**src/rtl/dmem_bridge.sv**
```systemverilog
// dmem_bridge: MEM-stage data memory bridge with big-endian lane steering and pipeline stall.
// Spec bit 0 (MSB) is numeric bit 31 here. Optional DMEM_TIMEOUT_EN aborts accesses that wait TIMEOUT_CYCLES.
module dmem_bridge #(
  parameter int TIMEOUT_CYCLES = 64
) (
  input  logic        clock,
  input  logic        reset,
  input  logic [31:0] proc_addr,
  input  logic [31:0] proc_wdata,
  input  logic        proc_we,
  input  logic        proc_re,
  input  logic        proc_byte,
  input  logic        proc_half,
  input  logic        proc_sext,
  output logic [31:0] proc_rdata,
  output logic        proc_stall,
  output logic        mem_req,
  output logic        mem_we,
  output logic [31:0] mem_addr,
  output logic [31:0] mem_wdata,
  output logic [3:0]  mem_wstrb,
  input  logic        mem_ready,
  input  logic [31:0] mem_rdata,
  output logic        err
);
  typedef enum logic [1:0] {IDLE, REQ, DONE} state_t;
  state_t state, state_nx;
  logic go, tmo;
  logic lat_byte, lat_half, lat_sext;
  logic [1:0] lane, lat_lane;
  logic [7:0] rd_byte;
  logic [15:0] rd_half;
  logic [31:0] rd_fmt;
  if (TIMEOUT_CYCLES < 1) $error("TIMEOUT_CYCLES must be at least 1");
  assign go = proc_we | proc_re;
  assign lane = proc_addr[1:0];
`ifdef DMEM_TIMEOUT_EN
  localparam int CW = $clog2(TIMEOUT_CYCLES + 1);
  logic [CW-1:0] cnt;
  always_ff @(posedge clock or negedge reset)
    if (!reset) cnt <= '0;
    else cnt <= (state == REQ) ? cnt + 1'b1 : '0;
  // a ready arriving on the limit cycle completes normally
  assign tmo = (state == REQ) && !mem_ready && (cnt == CW'(TIMEOUT_CYCLES - 1));
  always_ff @(posedge clock or negedge reset)
    if (!reset) err <= 1'b0;
    else if (tmo) err <= 1'b1;
`else
  assign tmo = 1'b0;
  assign err = 1'b0;
`endif
  always_ff @(posedge clock or negedge reset)
    if (!reset) state <= IDLE;
    else state <= state_nx;
  always_comb begin
    state_nx = (state == IDLE) ? (go ? REQ : IDLE)
             : (state == REQ) ? ((mem_ready | tmo) ? DONE : REQ)
             : IDLE;
    mem_req = (state == REQ);
    proc_stall = reset & ((state == REQ) | ((state == IDLE) & go));
  end
  // lane 0 is the most significant byte
  always_comb begin
    rd_byte = mem_rdata[{~lat_lane, 3'b000} +: 8];
    rd_half = lat_lane[1] ? mem_rdata[15:0] : mem_rdata[31:16];
    rd_fmt = lat_byte ? {{24{lat_sext & rd_byte[7]}}, rd_byte}
           : lat_half ? {{16{lat_sext & rd_half[15]}}, rd_half}
           : mem_rdata;
  end
  always_ff @(posedge clock or negedge reset)
    if (!reset) begin
      mem_we <= 1'b0;
      mem_addr <= '0;
      mem_wdata <= '0;
      mem_wstrb <= '0;
      proc_rdata <= '0;
      lat_byte <= 1'b0;
      lat_half <= 1'b0;
      lat_sext <= 1'b0;
      lat_lane <= '0;
    end else begin
      if (state == IDLE && go) begin
        mem_we <= proc_we;
        mem_addr <= {proc_addr[31:2], 2'b00};
        mem_wdata <= proc_byte ? {4{proc_wdata[7:0]}} : proc_half ? {2{proc_wdata[15:0]}} : proc_wdata;
        mem_wstrb <= proc_byte ? (4'b1000 >> lane) : proc_half ? (lane[1] ? 4'b0011 : 4'b1100) : 4'b1111;
        lat_byte <= proc_byte;
        lat_half <= proc_half & ~proc_byte;
        lat_sext <= proc_sext;
        lat_lane <= lane;
      end
      if (state == REQ && mem_ready && !mem_we) proc_rdata <= rd_fmt;
      else if (tmo) proc_rdata <= '0;
    end
endmodule
```
**config.mk**
```make
export PLATFORM = sky130hd
export DESIGN_NAME = dmem_bridge
export DESIGN_NICKNAME = d
export VERILOG_FILES = /design/src/rtl/dmem_bridge.sv
export SDC_FILE = /design/constraint.sdc
export NUM_CORES = 1
export LEC_CHECK = 0
export BUFFER_PORTS_ARGS = -buffer_cell sky130_fd_sc_hd__buf_4
export CORE_ASPECT_RATIO = 1.75
export CORE_MARGIN = 3
export CORE_UTILIZATION = 52
export CTS_CLUSTER_SIZE = 20
export DETAILED_ROUTE_END_ITERATION = 8
export PLACE_DENSITY = 0.89
export SETUP_SLACK_MARGIN = 0.15
export SYNTH_ARGS = -nofsm -noshare
export SYNTH_HDL_FRONTEND = slang
export SYNTH_SLANG_ARGS = --single-unit
export TNS_END_PERCENT = 10
```
**constraint.sdc**
```tcl
create_clock -name clock -period 4.3 [get_ports clock]
set_clock_uncertainty 0.05 [all_clocks]
set_input_delay 0 -clock clock [delete_from_list [all_inputs] [get_ports clock]]
set_output_delay 0 -clock clock [all_outputs]
set_load 0.005 [all_outputs]
```
==> results of run 1 <==
## through the flow
step,total power [W],setup slack [ps],cells,cell area [µm²]
after CTS,0.00482,1710,804,7670
after floorplan,0.00286,2600,404,4940
after global placement,0.00384,2140,702,6520
after global routing,0.00518,1550,804,7670
final,0.00493,1630,804,7670
after detailed placement,0.00396,1990,702,6520
## routing by layer
| layer | vias to the layer above | GRT usage | routed length [µm] |
|---|---|---|---|
| met5 | - | 0 | 0 |
| met4 | 0 | 0.212 | 1210 |
| met3 | 103 | 0.0648 | 1260 |
| met2 | 333 | 0.581 | 9270 |
| met1 | 2244 | 0.348 | 5650 |
| li1 | 1983 | - | - |
## path summary, 6_finish.rpt
kind,from,to,depth (start not counted)
max,lat_lane[1],proc_rdata[15],4
min,proc_wdata[15],mem_wdata[15],4
max reg2reg,lat_lane[1],proc_rdata[15],4
min reg2reg,mem_addr[4],mem_addr[4],1
max in group asynchronous,reset,mem_wdata[15],3
min in group asynchronous,reset,proc_rdata[14],2
## state kept, by name, summed over array words and instances, names as in the netlist
name and count:
mem_wstrb 4, mem_wdata 32, lat_sext 1, state 2, lat_lane 2, lat_half 1
proc_rdata 32, mem_we 1, lat_byte 1, mem_addr 30
## cells in the final DEF (no fill, tap or decap), drive strengths merged, types with 10 or more instances in the layout
cell | netlist | layout
buf | 22 | 208
dfrtp | 106 | 106
dlygate4sd3 | 0 | 86
mux2 | 76 | 76
nand2 | 41 | 41
mux2i | 29 | 29
nor2 | 18 | 18
inv | 15 | 18
o21ai | 17 | 17
o211ai | 16 | 16
a211oi | 16 | 16
clkbuf | 8 | 10
## cells by family (layout without fill, tap and decap cells)
family	count (synthesis)	after routing	synth area share
other cells	1	3	0.000760
buf+inv	46	326	0.0431
simple gates	78	78	0.0685
flops	106	106	0.538
compound gates	58	58	0.0814
mux	113	113	0.269
## power groups by stage
stage / combinational (W) / clock, W / sequential, W
after floorplan: 0.00106 / 0 / 0.00181
after global placement: 0.00202 / 0 / 0.00183
after detailed placement: 0.00209 / 0 / 0.00187
after CTS: 0.00217 / 0.000797 / 0.00185
after global routing: 0.00238 / 0.000855 / 0.00194
final: 0.00224 / 0.000798 / 0.00189
## layout make-up
cell class / instances / share of cell area
sequential: 106 / 0.346
timing repair buffer: 294 / 0.316
multi-input combinational: 252 / 0.273
clock buffer: 10 / 0.0312
tap: 120 / 0.0196
inverter: 16 / 0.00783
clock inverter: 6 / 0.00636
## critical path: stages (launching register included)
cell and delay (ps):
dfrtp_1 670, nand2b_1 880, mux2i_1 260, dlygate4sd3_1 580
o211ai_1 80
## timing repair
item,in CTS,in global routing
endpoints found under the hold margin,160,0
hold buffers,86,0
setup buffers,0,0
setup endpoints to repair,0,0
==> impl_metrics.toml, run 1 <==
[detailed_routing]
drc_errors = 0
wl_um = 17400
wl_per_cell_um = 21.6
firstDrtPassIters = 5
drt_iter0_drc = 413
vias = 4663
vias_per_cell = 5.80
drtAntennaViolNets = 0

[critical_path]
path_max_fanout = 16
reg2reg_slack_ps = 1630
cp-end-kind = "flop"
crit_arrival_ps = 2810
crit_required_ps = 4440
worstSetupStartpointType = "flop"
worstSetupPathType = "flop to flop"

[cts]
cts_buffers = 9
clock_latency_ps = 340
cts_htree_levels = 3
cts.sinks = 106
clkTransAtPathRegs_ps = 70
ctsResizeCount = 0
cts_tree = "built"
clock-root-buffer = "clkbuf_16"
clockBufferDepth = 2

[synthesis]
synth.avg_cell_area_um2 = 12.3
ys.flop_type = "dfrtp_1"
synthTopCellsByArea = "dfrtp_1 54%, mux2_2 17%, mux2i_1 5.9%"
synth_top_area_share = 0.538
ys_warn_count = 0
synth_seq_cells = 106
seq_area_frac_synth = 0.538
ys_types = 32
synth_edf_count = 0
synth_most_common_cell = "dfrtp_1"
synth_area_leader_cell = "dfrtp_1"
syn_area_um2 = 4930
synthArstFlopShare = 1.00
synthCells = 402
synthTopCellsByCount = "106 x dfrtp_1, 76 x mux2_2, 41 x nand2_1"

[timing]
finalCritPeriodShare = 0.621
maxSlewHeadroom = 0.277
hold_slack_ps = 10.6
hold_viol = 0
max_freq_mhz = 375
setup_tns_ps = 0
period_needed_ps = 2670
rsz0062_at_grt = "no"
tightest_slew_ps = 1080
drv_slew = 0
setup_viol = 0

[run]
max_cap_viol_count = 0

[global_route]
grt_pass1_vias = 5029
grt_overflow = 0
grt_pass1_wl_um = 26500
grtUsageTotal = 0.329
grt_max_degree = 75
antenna_found_initial = 0

[pwr]
p_clk_frac = 0.162
leakagePower_nw = 3.67
intPower_w = 0.00323
power_density_nw_per_um2 = 642
ir_worst_vdd_uv = 497
pwr-share-seq = 0.384
swShare = 0.345
p_switching_w = 0.00170
pwr-share-comb = 0.454

[layout]
utilization = 0.838
final-seq-area_um2 = 2650
multi_input_area_um2 = 2100
fill_cells = 425
drive_gt1_frac = 0.456
area_growth_pct = 55.4
num-nets-final = 783
diodes = 0

[floorplanning]
die_height_um = 135
placementRows = 46
start_util = 0.539
core_area_um2 = 9150
die-area_um2 = 10700
ioPinCount = 208
fp.dieW_um = 79.6

[place]
io_buffers = 204
hpwl_um = 10400
gp_congestion = 0.866

[outcome]
status = "finished clean"

[hold_path]
hp-class = "input port to flop"
(Power assumes the default switching activity.)
==> run 2, diff against run 1 <==
- ABC_AREA: not set -> 1
- CORE_UTILIZATION: 52 -> 44
- PLACE_DENSITY: 0.89 -> 0.8
- clock period: 4.3 -> 2.4 ns (I/O delays scaled with it)
==> run 2 against run 1 <==
Core utilization fell by 15 points. Worst setup slack got worse by 1400 ps. Sequential power rose by 71%. Synthesized cell count rose by 71%. Sequential cell count did not move.
==> impl_metrics.toml, run 2 <==
[outcome]
status = "finished clean"

[cts]
clockBufferDepth = 2
cts_htree_levels = 3
cts.sinks = 106
clock-root-buffer = "clkbuf_16"
cts_tree = "built"
clock_latency_ps = 330
cts_setup_buffers = 0
cts_buffers = 9
clkTransAtPathRegs_ps = 70

[synthesis]
synth_seq_cells = 106
synthTopCellsByArea = "dfrtp_1 51%, nand2_1 23%, a21oi_1 5.0%"
synthCells = 689
seq_area_frac_synth = 0.514
ys.flop_type = "dfrtp_1"
synth.avg_cell_area_um2 = 7.49
synthArstFlopShare = 1.00
syn_area_um2 = 5160
synth_area_leader_cell = "dfrtp_1"
synthTopCellsByCount = "321 x nand2_1, 106 x dfrtp_1, 52 x a21oi_1"
synth_edf_count = 0
synth_top_area_share = 0.514
ys_warn_count = 0
synth_most_common_cell = "nand2_1"
ys_types = 25

[layout]
final-seq-area_um2 = 2650
multi_input_area_um2 = 2120
final_common_cell = "nand2_1"
fill_cells = 837
drive_gt1_frac = 0.253
area_growth_pct = 51.0
num-nets-final = 1056
top_regs = "mem_wdata (32), proc_rdata (32), mem_addr (30)"
final_cell_mix = "321 x nand2_1, 214 x buf_4, 106 x dfrtp_1"
diodes = 0

[place]
gp_congestion = 0.897
io_buffers = 204
hpwl_um = 11500

[critical_path]
crit_chain = "dlygate4sd3_1, buf_4, nor2_1, nor3_4, inv_2, a21oi_1, a21oi_1, dlygate4sd3_1"
r2r-start = "state[0]"
worstSetupPathType = "input port to flop"
cp-startpoint = "proc_we"
path_max_fanout = 41
cpPeakStageDelay_ps = 590
critPathSlowestCell = "dlygate4sd3_1"
cp-end-kind = "flop"
crit_arrival_ps = 2380
crit_required_ps = 2620
worstSetupStartpointType = "input port"

[detailed_routing]
drt_iter0_drc = 262
drtAntennaViolNets = 0
wl_um = 18400
vias_per_cell = 5.28
vias = 5750
firstDrtPassIters = 7
drc_errors = 0
wl_per_cell_um = 16.9

[run]
max_cap_viol_count = 0

[pwr]
leakagePower_nw = 4.28
power_density_nw_per_um2 = 1140
ir_worst_vdd_uv = 680
p_total_w = 0.00891

[timing]
setup_viol = 0
tightest_slew_ps = 760
max_freq_mhz = 463
period_needed_ps = 2160
finalCritPeriodShare = 0.901
hold_viol = 0
drv_slew = 0
rsz0062_at_grt = "yes"
setup_tns_ps = 0
maxSlewHeadroom = 0.492

[global_route]
grtUsageTotal = 0.286
antenna_found_initial = 0
grt_max_degree = 79
grt_overflow = 0
grt_pass1_wl_um = 29100
grt_pass1_vias = 5814

[floorplanning]
start_util = 0.457
core_area_um2 = 11300
ioPinCount = 208
placementRows = 51
die_height_um = 149
die-area_um2 = 13100
fp.dieW_um = 87.9

[hold_path]
hold_start = "mem_rdata[5]"
hp-class = "input port to flop"
run 2: logic make-up after synthesis:
kind of cell           Yosys count  share of synthesized area
AO/OA/AOI/OAI                  103                      0.110
buffers and inverters           89                     0.0788
flip-flops                     106                      0.514
other                            1                   0.000727
AND/OR/NAND/NOR                390                      0.296
run 2: per-stage QoR:
stage          instance area [µm²]  hold slack (ps)  std cells  worst slack (ps)   util
2_1_floorplan                 5170             -346        691              1100      -
3_3_place_gp                  6740            -78.3        997               635  0.597
3_5_place_dp                  6740            -70.0        997               614  0.597
4_1_cts                       7780           0.0253       1089               244  0.689
5_1_grt                       7790             34.7       1089               119  0.690
6_report                      7790             12.2       1089               239  0.690
run 2: path summary, 6_finish.rpt:
check | cells after the start | to | slack, ps
setup / recovery | 8 | mem_wdata[20] | 240
hold / removal | 5 | proc_rdata[5] | 10
setup reg to reg | 5 | mem_wdata[20] | 280
hold reg to reg | 2 | mem_addr[11] | 430
max in group asynchronous | 3 | mem_wstrb[3] | 1430
min in group asynchronous | 2 | mem_addr[30] | 100
run 2: final cells by class:
class                   instances  share of cell area
multi-input cells             496               0.272
clock inverters                 5             0.00466
repair buffers                292               0.308
flip-flops and latches        106               0.341
clock buffers                  11              0.0312
inverters                      47              0.0230
well taps                     132              0.0212
run 2: timing repair:
action / CTS / global route
hold buffers: 76 / 0
gates resized for setup: 0 / 2
setup endpoints to repair: 0 / 4
endpoints found under the hold margin: 105 / 0
run 2: power breakdown:
group          switching [W]  internal [W]
clock network       0.000682      0.000741
logic                0.00226       0.00199
registers           0.000615       0.00263
total                0.00356       0.00535
run 2: critical path: cells and delay by family:
family,cells,cell delay (ps)
AO/OA/AOI/OAI,2,290
AND/OR/NAND/NOR,2,240
buffers and inverters,4,1830
run 2: routing by layer:
| layer | GRT usage | wire length (µm) | vias up |
|---|---|---|---|
| met5 | 0 | 0 | - |
| met4 | 0.146 | 896 | 0 |
| met3 | 0.0603 | 1490 | 69 |
| met2 | 0.499 | 9690 | 341 |
| met1 | 0.319 | 6300 | 2673 |
| li1 | - | - | 2667 |
==> run 3, diff against run 2 <==
==> constraint.sdc (replaced) <==
create_clock -name clock -period 2.4 [get_ports clock]
set_clock_uncertainty 0.05 [all_clocks]
set_input_delay 0.12 -clock clock [delete_from_list [all_inputs] [get_ports clock]]
set_output_delay 0.12 -clock clock [all_outputs]
set_load 0.005 [all_outputs]
==> run 3 against run 2 <==
Clock power about the same. Worst setup slack better by 20 ps. Non-clock buffer count down 25. Critical path type is now input port to output pin. Die area unchanged. Largest cell class unchanged. Power down 1.4%. Global-route usage down 1.3 points. Count of clock-buffer cells in the layout down 1. Combinational power down 3%. Highest routed layer unchanged.
==> impl_metrics.toml, run 3 (synthesis gave the netlist of run 2 again) <==
[outcome]
status = "finished clean"

[place]
place_inst = 996
io_buffers = 204
hpwl_um = 11500
gp_congestion = 0.872

[floorplanning]
die-area_um2 = 13100
start_util = 0.457
die_height_um = 149
ioPinCount = 208
placementRows = 51
fp.dieW_um = 87.9
core_area_um2 = 11300

[timing]
max_freq_mhz = 467
setup_viol = 0
drv_slew = 0
setup_tns_ps = 0
finalCritPeriodShare = 0.892
period_needed_ps = 2140
maxSlewHeadroom = 0.480
hold_slack_ps = 9.53
tightest_slew_ps = 779
hold_viol = 0
rsz0062_at_grt = "no"

[detailed_routing]
wl_um = 17500
vias_per_cell = 5.23
drtAntennaViolNets = 0
drt_iter0_drc = 197
vias = 5569
wl_per_cell_um = 16.5
drc_errors = 0
firstDrtPassIters = 5

[hold_path]
hold_start = "proc_wdata[15]"
hold_end = "mem_wdata[15]"
hp-class = "input port to flop"
holdPathStages = 3

[pwr]
p_clk_frac = 0.162
leakagePower_nw = 4.17
ir_worst_vdd_uv = 738
pwr-share-comb = 0.470
pwr-share-seq = 0.368
p_switching_w = 0.00354
swShare = 0.403
power_density_nw_per_um2 = 1170
intPower_w = 0.00525

[critical_path]
critPathSlowestCell = "buf_4"
worstSetupStartpointType = "input port"
reg2reg_slack_ps = 510
crit_arrival_ps = 1970
cpLargestDelayFamily = "buffers and inverters"
path_max_fanout = 78
r2r_end = "proc_rdata[11]"
crit_chain = "dlygate4sd3_1, buf_4, nor2_1, nor3_4, buf_4, o21a_1, buf_4"
worst_r2r_path_depth = 5
cp-end-kind = "output pin"
crit_required_ps = 2230
crit_top_cell = "buf_4"
cp_num_buf_inv = 4
worstSetupPathDepth = 7
r2r-start = "lat_lane[0]"
worstSetupPathType = "input port to output pin"
cpPeakStageDelay_ps = 610

[global_route]
grt_overflow = 0
antenna_found_initial = 0
grt_pass1_wl_um = 27800
grt_max_degree = 79
grt_pass1_vias = 5605
grtUsageTotal = 0.273

[cts]
clock-root-buffer = "clkbuf_16"
cts_buffers = 9
clock_latency_ps = 340
clkTransAtPathRegs_ps = 70
clockBufferDepth = 2
cts_tree = "built"
cts_htree_levels = 3
cts.sinks = 106

[layout]
num-nets-final = 1031
multi_input_area_um2 = 2110
final-seq-area_um2 = 2650
top_regs = "mem_wdata (32), proc_rdata (32), mem_addr (30)"
final_common_cell = "nand2_1"
fill_cells = 906
area_growth_pct = 45.9
drive_gt1_frac = 0.258
final_cell_mix = "321 x nand2_1, 215 x buf_4, 106 x dfrtp_1"
diodes = 0
instances_no_fill = 1064

[run]
max_cap_viol_count = 0
## run 3: cell count changes in the layout (fill, tap and decap cells not counted)
cell / previous run / this run
inv_6: 2 / 0
clkinvlp_4: 0 / 2
buf_4: 214 / 215
dlygate4sd3_1: 76 / 52
buf_12: 1 / 0
inv_8: 0 / 2
clkinv_2: 2 / 1
nor2_2: 1 / 0
nor2_1: 45 / 46
clkbuf_8: 1 / 0
buf_6: 1 / 0
## run 3: power by group through the flow
stage,clock [W],sequential (W),combinational [W]
5_1_grt,0.00151,0.00333,0.00461
4_1_cts,0.00144,0.00321,0.00407
3_3_place_gp,0,0.00322,0.00392
3_5_place_dp,0,0.00322,0.00400
6_report,0.00142,0.00324,0.00413
2_1_floorplan,0,0.00317,0.00210
## run 3: worst register-to-register path, delay by kind of cell (launching register included)
| kind | cells | cell delay (ps) |
|---|---|---|
| flops | 1 | 550 |
| simple gates | 3 | 490 |
| buf+inv | 1 | 440 |
| compound gates | 1 | 280 |
## run 3: worst max-delay path by stage
stage | to | from
floorplan | mem_wdata[24] | state[0]
global placement | proc_rdata[31] | lat_lane[0]
detailed placement | proc_rdata[11] | lat_lane[0]
CTS | proc_stall | state[0]
global route | proc_stall | state[0]
finish | proc_stall | proc_we
## run 3: per-layer routing
layer,GRT usage,up-vias,part of all wire
met1,0.303,2575,0.34
met2,0.476,316,0.53
met3,0.0652,60,0.085
met5,0,-,0
met4,0.134,0,0.047
li1,-,2618,-
## run 3: cell type report
cell class	count	area share
clock buffer	10	0.0304
clock inverter	6	0.00682
inverter	47	0.0238
multi-input combinational	496	0.281
sequential	106	0.353
tap	132	0.0219
timing repair buffer	267	0.284
## run 3: what timing repair did
item | CTS | global route
setup endpoints to repair | 0 | 0
setup buffers | 0 | 0
hold buffers | 52 | 0
endpoints found under the hold margin | 68 | 0
gates resized for setup | 0 | 0
## run 3: per-stage QoR
step | power [W] | util | worst slack [ps] | cell area [µm²]
4_1_cts | 0.00872 | 0.666 | 315 | 7520
5_1_grt | 0.00946 | 0.666 | 168 | 7520
3_3_place_gp | 0.00714 | 0.595 | 610 | 6720
6_report | 0.00878 | 0.666 | 258 | 7520
3_5_place_dp | 0.00722 | 0.595 | 557 | 6720
2_1_floorplan | 0.00527 | - | 1100 | 5170
